<file path="config.mk">
export PLATFORM = sky130hd
export DESIGN_NAME = nes_input_events
export DESIGN_NICKNAME = d
export VERILOG_FILES = /design/src/rtl/nes_input_events.sv
export SDC_FILE = /design/constraint.sdc
export NUM_CORES = 1
export LEC_CHECK = 0
export BUFFER_PORTS_ARGS = -buffer_cell sky130_fd_sc_hd__clkbuf_2
export CELL_PAD_IN_SITES_DETAIL_PLACEMENT = 0
export CELL_PAD_IN_SITES_GLOBAL_PLACEMENT = 1
export CORE_UTILIZATION = 47
export CTS_CLUSTER_DIAMETER = 100
export CTS_CLUSTER_SIZE = 28
export DETAILED_ROUTE_END_ITERATION = 10
export PLACE_DENSITY = 0.86
export SYNTH_ARGS = -nofsm -noshare
export SYNTH_HDL_FRONTEND = slang
export SYNTH_SLANG_ARGS = --single-unit
</file>
<file path="constraint.sdc">
create_clock -name in_clock -period 4.3 [get_ports in_clock]
set_clock_uncertainty 0.05 [all_clocks]
set_input_delay 0.43 -clock in_clock [delete_from_list [all_inputs] [get_ports in_clock]]
set_output_delay 0.43 -clock in_clock [all_outputs]
set_load 0.02 [all_outputs]
</file>
<file path="src/rtl/nes_input_events.sv">
// ============================================================================
// Module   : nes_input_events
// Purpose  : Polls the NES decoder and turns captured buttons into held levels
//            and press / release / auto-repeat event pulses.
// Revision : 1.0
// ============================================================================
`default_nettype none

module nes_input_events #(
  parameter int POLL_PERIOD  = 1000,
  parameter int TIMEOUT      = 64,
  parameter int REPEAT_DELAY = 30,
  parameter int REPEAT_RATE  = 6
) (
  input  logic       in_clock,
  input  logic       reset,
  input  logic       poll_en,
  input  logic       ready_to_read,
  input  logic [7:0] buttons_n,
  output logic       read_data,
  output logic [7:0] pressed,
  output logic [7:0] press_evt,
  output logic [7:0] release_evt,
  output logic [7:0] repeat_evt,
  output logic       poll_done,
  output logic       timeout_evt
);

  localparam int TW = (POLL_PERIOD > 1) ? $clog2(POLL_PERIOD) : 1;
  localparam int PW = (TIMEOUT > 1) ? $clog2(TIMEOUT) : 1;
  localparam logic [TW-1:0] TIMER_LAST = TW'(POLL_PERIOD - 1);
  localparam logic [PW-1:0] PHASE_LAST = PW'(TIMEOUT - 1);
  localparam logic [7:0]    RPT_TOP    = 8'(REPEAT_DELAY);
  localparam logic [7:0]    RPT_RELOAD = 8'(REPEAT_DELAY - REPEAT_RATE);

  typedef enum logic [2:0] {
    S_IDLE      = 3'd0,
    S_REQ       = 3'd1,
    S_WAIT_BUSY = 3'd2,
    S_WAIT_DONE = 3'd3,
    S_CAPTURE   = 3'd4
  } state_t;

  state_t          state_q, state_d;
  logic [TW-1:0]   timer_q, timer_d;
  logic [PW-1:0]   phase_q, phase_d;
  logic            read_q, read_d;
  logic            done_q, done_d;
  logic            tmo_q, tmo_d;
  logic [7:0]      pressed_q, pressed_d;
  logic [7:0]      press_q, press_d;
  logic [7:0]      release_q, release_d;
  logic [7:0]      repeat_q, repeat_d;
  logic [7:0]      rpt_q [8];
  logic [7:0]      rpt_d [8];
  logic [7:0]      w_new;

  assign w_new = ~buttons_n;

  always_comb begin
    state_d   = state_q;
    timer_d   = timer_q;
    phase_d   = phase_q;
    read_d    = 1'b0;
    done_d    = 1'b0;
    tmo_d     = 1'b0;
    pressed_d = pressed_q;
    press_d   = 8'h00;
    release_d = 8'h00;
    repeat_d  = 8'h00;
    rpt_d     = rpt_q;

    case (state_q)
      S_IDLE: begin
        // Timer parks on its terminal count until the decoder reports idle.
        if (poll_en) begin
          if (timer_q == TIMER_LAST) begin
            if (ready_to_read) begin
              state_d = S_REQ;
              timer_d = '0;
              read_d  = 1'b1;
            end
          end else begin
            timer_d = timer_q + TW'(1);
          end
        end
      end
      S_REQ: begin
        state_d = S_WAIT_BUSY;
        phase_d = '0;
      end
      S_WAIT_BUSY: begin
        if (!ready_to_read) begin
          state_d = S_WAIT_DONE;
          phase_d = '0;
        end else if (phase_q == PHASE_LAST) begin
          state_d = S_IDLE;
          tmo_d   = 1'b1;
        end else begin
          phase_d = phase_q + PW'(1);
        end
      end
      S_WAIT_DONE: begin
        if (ready_to_read) begin
          state_d = S_CAPTURE;
        end else if (phase_q == PHASE_LAST) begin
          state_d = S_IDLE;
          tmo_d   = 1'b1;
        end else begin
          phase_d = phase_q + PW'(1);
        end
      end
      S_CAPTURE: begin
        state_d   = S_IDLE;
        done_d    = 1'b1;
        pressed_d = w_new;
        press_d   = w_new & ~pressed_q;
        release_d = pressed_q & ~w_new;
        for (int i = 0; i < 8; i++) begin
          if (w_new[i] != pressed_q[i]) begin
            rpt_d[i] = 8'h00;
          end else if (w_new[i]) begin
            // Reload keeps subsequent repeats REPEAT_RATE captures apart.
            if (rpt_q[i] == RPT_TOP - 8'd1) begin
              repeat_d[i] = 1'b1;
              rpt_d[i]    = RPT_RELOAD;
            end else begin
              rpt_d[i] = rpt_q[i] + 8'd1;
            end
          end
        end
      end
      default: state_d = S_IDLE;
    endcase
  end

  always_ff @(posedge in_clock or posedge reset) begin
    if (reset) begin
      state_q   <= S_IDLE;
      timer_q   <= '0;
      phase_q   <= '0;
      read_q    <= 1'b0;
      done_q    <= 1'b0;
      tmo_q     <= 1'b0;
      pressed_q <= 8'h00;
      press_q   <= 8'h00;
      release_q <= 8'h00;
      repeat_q  <= 8'h00;
      for (int i = 0; i < 8; i++) rpt_q[i] <= 8'h00;
    end else begin
      state_q   <= state_d;
      timer_q   <= timer_d;
      phase_q   <= phase_d;
      read_q    <= read_d;
      done_q    <= done_d;
      tmo_q     <= tmo_d;
      pressed_q <= pressed_d;
      press_q   <= press_d;
      release_q <= release_d;
      repeat_q  <= repeat_d;
      rpt_q     <= rpt_d;
    end
  end

  assign read_data   = read_q;
  assign pressed     = pressed_q;
  assign press_evt   = press_q;
  assign release_evt = release_q;
  assign repeat_evt  = repeat_q;
  assign poll_done   = done_q;
  assign timeout_evt = tmo_q;

endmodule

`default_nettype wire

</file>
Yosys cells after proc, flatten, opt, wreduce, memory -nomap -nowiden
Cells that the tools add are included.
{"block": "totals", "reg_bits": 118, "input_bits": 12, "output_inout_bits": 35, "elab_cells": 154}
{"block": "classes", "add_sub_neg": 10, "n_eq_ne": 27, "n_mux": 73, "n_bitwise": 5, "n_reduce_logical": 21}
{"cell": "$mux W8", "count": 27}
{"cell": "$add A8 B1 Y8 const B", "count": 8}
{"cell": "$eq A8 B5 Y1 const B", "count": 8}
{"cell": "$mux W1", "count": 32}
{"cell": "$not A8 Y8", "count": 3}
{"cell": "$mux W10", "count": 2}
{"cell": "$mux W3", "count": 6}
{"cell": "$mux W6", "count": 3}
{"cell": "$pmux W6 S3", "count": 1}
{"cell": "$reduce_and A2 Y1", "count": 9}
{"cell": "$and A8 B8 Y8", "count": 2}
{"cell": "$reduce_bool A2 Y1", "count": 8}
{"cell": "$pmux W3 S4", "count": 1}
{"cell": "$add A10 B1 Y10 const B", "count": 1}
{"cell": "$eq A10 B10 Y1 const B", "count": 1}
{"cell": "$ne A2 B2 Y1 const B", "count": 5}
{"cell": "$ne A1 B1 Y1", "count": 8}
{"cell": "$add A6 B1 Y6 const B", "count": 1}
{"cell": "$eq A3 B2 Y1 const B", "count": 2}
{"cell": "$eq A6 B6 Y1 const B", "count": 1}
{"cell": "$reduce_and A3 Y1", "count": 2}
{"cell": "$eq A3 B1 Y1 const B", "count": 1}
{"cell": "$eq A3 B3 Y1 const B", "count": 1}
{"cell": "$logic_not A3 Y1", "count": 1}
{"cell": "other kinds (2)", "count": 2}

Depth between registers and ports, before layout
Gate-level depths: netlist (run 1).
{"block": "logic_depth", "ltp_word": 5, "mapped_depth": 7, "mapped_depth_nobuf": 6}

Worst setup path after synthesis (run 1)
No wires, ideal clock.
{"block": "synth_path", "path_kind": "register to register", "from": "register pressed_q[5], in the netlist pressed[5]", "to": "register rpt_q[23] in the netlist's numbering", "setup_ns": 0.129, "t_arrival_ns": 1.793, "required_ns": 4.121, "slack_ns": 2.329, "stages_incl_launch_ff": 8, "path_buffers": 1, "period_less_slack_ns": 1.971, "path_cell_list": "dfrtp_1 > inv_1 > ha_1 > or4b_1 > buf_2 > nor4_2 > xnor2_1 > nor2_1"}
{"block": "synth_between", "elab_chain_len": 3, "word_cells_on_any_way": 4, "cone_classes": "1 x eq/ne; 1 x mux; 2 x reduce/logical"}
{"element": "start: declaration", "line": "50", "rtl": "logic [7:0] pressed_q, pressed_d;"}
{"element": "start signal: assignment", "line": "157", "rtl": "pressed_q <= pressed_d;"}
{"element": "$ne A1 B1 Y1 *", "line": "120", "rtl": "if (w_new[i] != pressed_q[i]) begin"}
{"element": "$reduce_bool A2 Y1 (no source line)"}
{"element": "$reduce_and A2 Y1 (no source line)"}
{"element": "end signal: assignment", "line": "161", "rtl": "rpt_q <= rpt_d;"}
{"element": "end: declaration", "line": "54", "rtl": "logic [7:0] rpt_q [8];"}
Mark *: on every way between the ends. The rest lies on a longest branch, timed or not.
A chain may end at the register's enable or synchronous reset.

Worst setup path after layout (run 1)
{"block": "layout_path", "from": "register state_q[2]", "to": "register rpt_q[61] in the netlist's numbering"}
{"block": "layout_between", "elab_chain_len": 2}
{"element": "start: declaration", "line": "44", "rtl": "state_t state_q, state_d;"}
{"element": "start signal: assignment", "line": "151", "rtl": "state_q <= state_d;"}
{"element": "$eq A3 B3 Y1", "line": "73", "rtl": "case (state_q)"}
{"element": "$reduce_and A2 Y1 (no source line)"}
Every way passes these cells.

==> impl_metrics.toml, run 1 <==
[global_routing]
grt_max_degree = 65
antenna_found_initial = 0
grt_pass1_wl_um = 21300
grt_use_total = 0.203
grt_pass1_vias = 4485
grt_overflow_total = 0

[clock_network]
clk_pin_slew_ns = 0.05
cts_hold_buffers = 0
numCtsBuffers = 17
ctsResizeCount = 0
cts_root_buf = "clkbuf_16"
cts_htree_levels = 4
cts_setup_buffers = 0
insertion_delay_ns = 0.42
cts.path.max_buffers = 2
cts_tree = "yes"
clock_sinks = 118

[floorplan]
ios = 47
die-area_sq_um = 13700
start_util = 0.486
fp.dieH_um = 117
fp.dieW_um = 117
coreArea_sq_um = 12800
row_count = 41

[sta]
finalHoldViolations = 0
setup_viol = 0
rsz0062_at_grt = "false"
fmaxAchievable_ghz = 0.391
slew_headroom = 0.377
tightest_slew_ns = 0.932
drv_slew = 0
fin_crit_sh = 0.595
layout_setup_ws_ns = 1.74
tns_ns = 0
period_minus_slack_ns = 2.56

[layout]
drive_gt1_frac = 0.147
antenna-diode-count = 0
syn_to_final_growth_pct = 17.5
final_area_sq_um = 7290
nets = 730

[routing]
drt_iter0_drc = 322
drc = 0
wl_per_cell_um = 14.8
ant_nets = 0
wl_um = 12700
drtPass1Iterations = 5
routed_via_density = 5.58
vias = 4803

[synthesis]
synthFlopType = "dfrtp_1"
synth.area.top_cells = "dfrtp_1 48%, ha_1 8.5%, o21ai_0 3.7%"
synth.top_cell.area_share = 0.476
yosysSeqAreaShare = 0.476
async_flop_share = 1.00
syn_nets = 683
netlist_area_sq_um = 6210
syn_inst = 629
synth_cell_types = 56
avgSynthCellArea_sq_um = 9.87
yosys.area.top_type = "dfrtp_1"
synth_edf_count = 0
ys_ff_latch = 118
ys.warnings.count = 0

[power]
p_int_mw = 2.98
switching_power_mw = 1.44
total_power_mw = 4.42
p_comb_frac = 0.245
p_sw_frac = 0.326
cellLeakagePower_nw = 3.45
ir_drop_v = 0.000328
powerDensity_nw_per_um2 = 607
clkPwrFrac = 0.383
seqPwrFrac = 0.373

[critical_path]
startpoint_type = "register"
slowest_stage = "dfrtp_1"
max_stage_delay_ns = 0.64
crit_chain = "or3b_4, inv_2, nand2b_1, or3_1, o31ai_1"
end_kind = "register"
critPathKind = "reg -> reg"
critPathArrivalTime_ns = 2.84
critPathRequiredTime_ns = 4.58
crit_fanout = 38

[run_status]
status = "complete, no violations"

[placement]
dp_hpwl_um = 8700
globalplace.congestion = 0.874
placed_cell_area_sq_um = 6580
numPortBuffers = 46
pre_cts_slack_ns = 1.72

[job]
cap_viol_max_count = 0

[worst_hold_path]
min_path_type = "in -> async"
## final cells by class
class                      count  area (sq um)
inverter                      44           168
tap                          172           215
timing repair buffer          51           268
fill                        1090          5480
sequential                   118          2950
multi-input combinational    444          2980
clock inverter                 7           185
clock buffer                  25           526
## state kept, by name, indices dropped and copies added (netlist names)
register and cells:
release_evt 8, rpt_q 64, read_data 1, timer_q 10, state_q 3, press_evt 8, phase_q 6, pressed 8
repeat_evt 8, timeout_evt 1, poll_done 1
## per-layer routing
metal  routed length, um  global-route usage  vias up
met5                   0                   0        -
met1                5920               0.262     2337
met2                6060               0.321       95
met3                 382              0.0458       26
met4                 385               0.103        0
li1                    -                   -     2345
## worst paths after layout
check | slack (ns) | end | from | cells past startpoint
max | 1.74 | rpt_q[61] | state_q[2] | 5
min | 0.09 | release_evt[4] | reset | 2
max reg2reg | 1.74 | rpt_q[61] | state_q[2] | 5
min reg2reg | 0.44 | timer_q[9] | timer_q[9] | 1
max in group asynchronous | 3.24 | rpt_q[50] | reset | 3
min in group in_clock | 0.19 | repeat_evt[2] | buttons_n[2] | 2
## layout by cell type (no fill, tap or decap), types with 7 or more instances in the layout
master     count
a21oi_1       37
a41oi_1       11
and2_1        24
and3_1        17
clkbuf_16     17
clkbuf_2      46
clkbuf_8       7
dfrtp_1      118
ha_1          42
inv_1         42
nand2_1       54
nand2b_1      15
nand3_1       18
nand4_1       29
nor2_1        33
nor4b_1       10
o21ai_0       46
o22ai_1        7
xnor2_1       10
xor2_1        14
## power by group through the flow
stage	sequential [mW]	clock (mW)	combinational (mW)
floorplan	1.59	0	0.841
global route	1.69	1.76	1.24
finish	1.65	1.69	1.08
global placement	1.64	0	1.05
CTS	1.64	1.72	1.10
detailed placement	1.65	0	1.09
## synthesized netlist by cell type, drive strengths merged, types with 11 or more instances
library cell	count
and3	17
nand4	29
nor4b	13
a41oi	11
a21oi	37
nand2	54
buf	14
xor2	14
nand3	18
nand2b	16
nor2	34
dfrtp	118
ha	42
and2	24
inv	44
o21ai	46
## worst max-delay path, delay by kind of cell, from the launching register on
kind / cells / cell delay, ns
buf+inv: 1 / 0.43
simple gates: 3 / 1.16
compound gates: 1 / 0.19
flops: 1 / 0.64
## logic make-up (layout without fill, tap and decap cells)
kind of cell	count (synthesis)	count (layout)	share of synthesized area
AO/OA/AOI/OAI	135	135	0.133
XOR/XNOR	24	24	0.0339
adder cells (fa/ha/maj)	42	42	0.0847
buffers and inverters	67	127	0.0447
flip-flops	118	118	0.476
multiplexers	3	3	0.00504
AND/OR/NAND/NOR	240	240	0.223
## metrics by stage
stage                util  std cells  hold WS (ns)
floorplan               -        629         0.397
global placement    0.515        829         0.416
detailed placement  0.515        829         0.426
CTS                 0.571        861         0.115
global route        0.571        861         0.172
finish              0.571        861        0.0906
Power figures use the tool's default switching activity.
==> run 2: changes to the inputs <==
clock period = 2.45 ns   (was 4.3 ns; I/O delays follow)
==> run 2 against run 1 <==
  * Count of clock-buffer cells in the layout is 3 lower
  * Critical path depth stayed put
  * Combinational power is 91% higher
  * Core utilization is 0.41 points lower
  * Via count is 0.77% higher
  * Global-route usage is 0.65 points higher
  * Cell count is 1.0% higher
  * Fmax is 26% higher
  * Non-clock buffer count is 9 higher
  * Routed wire length is 0.99% lower
  * Critical endpoint unchanged
==> impl_metrics.toml, run 2 (synthesis gave the netlist of run 1 again) <==
[layout]
drive_gt1_frac = 0.150
final_area_sq_um = 7240
multi_input_area_sq_um = 2980
syn_to_final_growth_pct = 16.6
antenna-diode-count = 0
finish.utilization = 0.567
final_cell_mix = "118 x dfrtp_1, 54 x nand2_1, 46 x o21ai_0, 46 x clkbuf_2"
largest_registers = "rpt_q (64), timer_q (10)"
fillers = 1084
largest_reg_flops = 64
seq_area_sq_um = 2950
final_common_cell = "dfrtp_1"
regMostFlops = "rpt_q"
nets = 739

[floorplan]
fp.dieH_um = 117
ios = 47
start_util = 0.486
row_count = 41
coreArea_sq_um = 12800
die-area_sq_um = 13700
fp.dieW_um = 117

[clock_network]
cts.path.max_buffers = 2
clock_sinks = 118
cts_htree_levels = 4
cts_hold_buffers = 2
cts_setup_buffers = 0
cts_tree = "yes"
cts_root_buf = "clkbuf_16"
numCtsBuffers = 17
insertion_delay_ns = 0.42
clk_pin_slew_ns = 0.05
ctsResizeCount = 0

[global_routing]
grt_use_total = 0.209
grt_pass1_vias = 4841
grt_pass1_wl_um = 22100
grt_overflow_total = 0
grt_max_degree = 52
antenna_found_initial = 0

[placement]
placed_cell_area_sq_um = 6660
numPortBuffers = 46
pre_cts_slack_ns = 0.409
dp_hpwl_um = 8780
globalplace.congestion = 0.859

[worst_hold_path]
min-delay-start = "buttons_n[5]"
min_to = "repeat_evt[5]"
min_path_cells = 2
min_path_type = "in -> reg"

[critical_path]
r2r_start = "state_q[1]"
crit_family = "simple AND/OR/NAND/NOR gates"
startpoint_type = "register"
r2r_slack_ns = 0.42
max_stage_delay_ns = 0.51
slowest_stage = "or3b_4"
critPathKind = "reg -> reg"
end_kind = "register"
r2r-end = "rpt_q[61]"
rr_worst_depth = 5
crit_chain = "or3b_4, inv_2, nand2b_1, or3_1, o31ai_1"
crit_buf_inv = 1
critPathArrivalTime_ns = 2.31
critPathRequiredTime_ns = 2.72
crit_fanout = 17

[sta]
fin_crit_sh = 0.831
setup_viol = 0
tightest_slew_ns = 0.701
period_minus_slack_ns = 2.03
layout_setup_ws_ns = 0.415
finalHoldViolations = 0
drv_slew = 0
tns_ns = 0
fmaxAchievable_ghz = 0.491
rsz0062_at_grt = "false"
slew_headroom = 0.526

[power]
ir_drop_v = 0.000536
powerDensity_nw_per_um2 = 997
total_power_mw = 7.22
cellLeakagePower_nw = 3.42

[routing]
drc = 0
drtPass1Iterations = 4
wl_per_cell_um = 14.5
drt_iter0_drc = 311
routed_via_density = 5.56
ant_nets = 0
wl_um = 12600
vias = 4840

[job]
cap_viol_max_count = 0

[run_status]
status = "complete, no violations"
-- run 2: cell count changes in the layout (fill, tap and decap cells not counted) --
cell / change
clkbuf_8: -6
buf_4: +5
clkinv_2: +5
bufinv_16: -4
clkbuf_1: +3
clkinvlp_4: +3
buf_12: +2
dlygate4sd3_1: +2
inv_4: -1
-- run 2: how the worst max path moves through the flow --
stage | startpoint | to | slack [ns] | cells after the start
2_1_floorplan | pressed[5] | rpt_q[23] | 0.48 | 7
3_3_place_gp | state_q[1] | rpt_q[61] | 0.50 | 5
3_5_place_dp | state_q[1] | rpt_q[61] | 0.41 | 5
6_report | state_q[1] | rpt_q[61] | 0.42 | 5
4_1_cts | state_q[1] | rpt_q[61] | 0.40 | 5
5_1_grt | rpt_q[41] | rpt_q[45] | 0.17 | 6
-- run 2: metal layers --
layer / wire, um / global-route usage
met2: 6070 / 0.338
met5: 0 / 0
met4: 309 / 0.105
met1: 5710 / 0.263
met3: 523 / 0.0499
-- run 2: layout make-up --
| class | count | area share |
|---|---|---|
| timing repair buffer | 60 | 0.0505 |
| inverter | 44 | 0.0233 |
| clock buffer | 22 | 0.0627 |
| clock inverter | 10 | 0.0145 |
| multi-input combinational | 444 | 0.411 |
| sequential | 118 | 0.408 |
| tap | 172 | 0.0297 |
-- run 2: per-stage QoR --
step | hold slack, ns | instances
final | 0.0109 | 870
after global routing | 0.0172 | 870
after CTS | 0.00164 | 870
after detailed placement | 0.153 | 836
after global placement | 0.147 | 836
after floorplan | 0.265 | 629
-- run 2: where the power goes --
part	switching [mW]	internal, mW
Sequential	0.433	2.35
Clock	0.861	1.51
Combinational	1.24	0.826
==> run 3: changes to the inputs <==
clock period = 1.9 ns   (was 2.45 ns; I/O delays follow)
==> run 3 against run 2 <==
  * Worst hold slack improved by 0.060 ns
  * Flip-flop and latch count unchanged
  * Setup slack got worse by 0.39 ns
==> impl_metrics.toml, run 3 (synthesis gave the netlist of run 1 again) <==
[run_status]
status = "complete, no violations"

[global_routing]
grt_use_total = 0.209
grt_overflow_total = 0
grt_max_degree = 119
grt_pass1_vias = 4904
grt_pass1_wl_um = 22300
antenna_found_initial = 0

[layout]
final_area_sq_um = 7510
multi_input_area_sq_um = 3020
largest_registers = "rpt_q (64), timer_q (10)"
final_cell_mix = "115 x dfrtp_1, 54 x nand2_1, 46 x clkbuf_2, 45 x o21ai_0"
antenna-diode-count = 0
syn_to_final_growth_pct = 21.0
drive_gt1_frac = 0.193
nets = 768
regMostFlops = "rpt_q"
fillers = 1068
seq_area_sq_um = 2960
final_common_cell = "dfrtp_1"
largest_reg_flops = 64
finalNonFillerCells = 899

[routing]
wl_um = 12900
drt_iter0_drc = 300
routed_via_density = 5.57
ant_nets = 0
wl_per_cell_um = 14.4
drtPass1Iterations = 5
drc = 0
vias = 5004

[placement]
place_inst = 860
dp_hpwl_um = 8770
globalplace.congestion = 0.819
numPortBuffers = 46
placed_cell_area_sq_um = 6830

[sta]
tightest_slew_ns = 0.605
fmaxAchievable_ghz = 0.534
finalHoldViolations = 0
slew_headroom = 0.597
setup_viol = 0
period_minus_slack_ns = 1.87
drv_slew = 0
fin_crit_sh = 0.985

[critical_path]
startpoint_type = "input port"
critPathKind = "in -> reg"
crit_fanout = 6
end_kind = "register"
critPathArrivalTime_ns = 2.11
critPathRequiredTime_ns = 2.14

[floorplan]
row_count = 41
start_util = 0.486
fp.dieW_um = 117
coreArea_sq_um = 12800
die-area_sq_um = 13700
ios = 47
fp.dieH_um = 117

[clock_network]
numCtsBuffers = 17
clk_pin_slew_ns = 0.05
cts_htree_levels = 4
clock_sinks = 118
cts_root_buf = "clkbuf_16"
cts.path.max_buffers = 2
insertion_delay_ns = 0.41
cts_setup_buffers = 0
cts_tree = "yes"

[power]
cellLeakagePower_nw = 3.56
ir_drop_v = 0.000654
powerDensity_nw_per_um2 = 1270

[job]
cap_viol_max_count = 0

[worst_hold_path]
min_path_type = "in -> reg"
==> run 3: changes by cell type in the layout (fill, tap and decap cells not counted), moves of 3 or more <==
cell,change
clkbuf_8,+3
dfrtp_1,-3
buf_4,+25
dlygate4sd3_1,+5
dfrtp_2,+3
==> run 3: critical path, cell delays in order <==
cell,delay [ns]
dlygate4sd3_1,0.54
clkbuf_2,0.14
ha_1,0.23
or4b_1,0.61
nor4_2,0.21
xnor2_1,0.15
nor2_1,0.05
==> run 3: power breakdown <==
part           leakage (nW)  switching (mW)  total [mW]  internal [mW]
sequential             1.56           0.516        3.56           3.04
clock                 0.272            1.09        3.01           1.92
combinational          1.73            1.72        3.00           1.28
==> run 3: final timing paths <==
kind / startpoint / end / slack [ns] / cells after the start
min in group asynchronous: reset / rpt_q[44] / 0.45 / 4
setup reg to reg: pressed[3] / rpt_q[39] / 0.07 / 6
max in group asynchronous: reset / pressed[3] / 0.87 / 4
setup / recovery: buttons_n[3] / rpt_q[39] / 0.03 / 7
hold reg to reg: timer_q[9] / timer_q[9] / 0.44 / 1
hold / removal: buttons_n[4] / pressed[4] / 0.07 / 4
==> run 3: cell type report <==
class	instances	area share
Clock buffer	24	0.0655
Multi-Input combinational cell	444	0.402
Inverter	44	0.0228
Sequential cell	118	0.394
Clock inverter	8	0.00966
Tap cell	172	0.0286
Timing Repair Buffer	89	0.0776
==> run 3: routing by layer <==
metal  track usage  routed length, um  up-vias
li1              -                  -     2406
met1         0.261               5890     2481
met2         0.344               6300       97
met3        0.0510                487       20
met4        0.0996                228        0
met5             0                  0        -
==> run 3: what timing repair did <==
action                                  in CTS  in global routing
resized for setup                            0                 11
hold endpoints to repair                   124                  0
hold buffers                                 7                  0
endpoints found under the setup margin       0                 20
==> run 3: through the flow <==
step | power (mW) | setup WS [ns] | util | hold slack (ns) | setup TNS [ns]
final | 9.57 | 0.0290 | 0.588 | 0.0706 | 0
after global routing | 10.2 | -0.0189 | 0.588 | 0.0916 | -0.0351
after CTS | 9.60 | 0.0182 | 0.584 | 0.0584 | 0
after detailed placement | 6.50 | 0.0179 | 0.535 | 0.368 | 0
after global placement | 6.37 | 0.0994 | 0.535 | 0.364 | 0
after floorplan | 5.52 | 0.0416 | - | 0.210 | 0
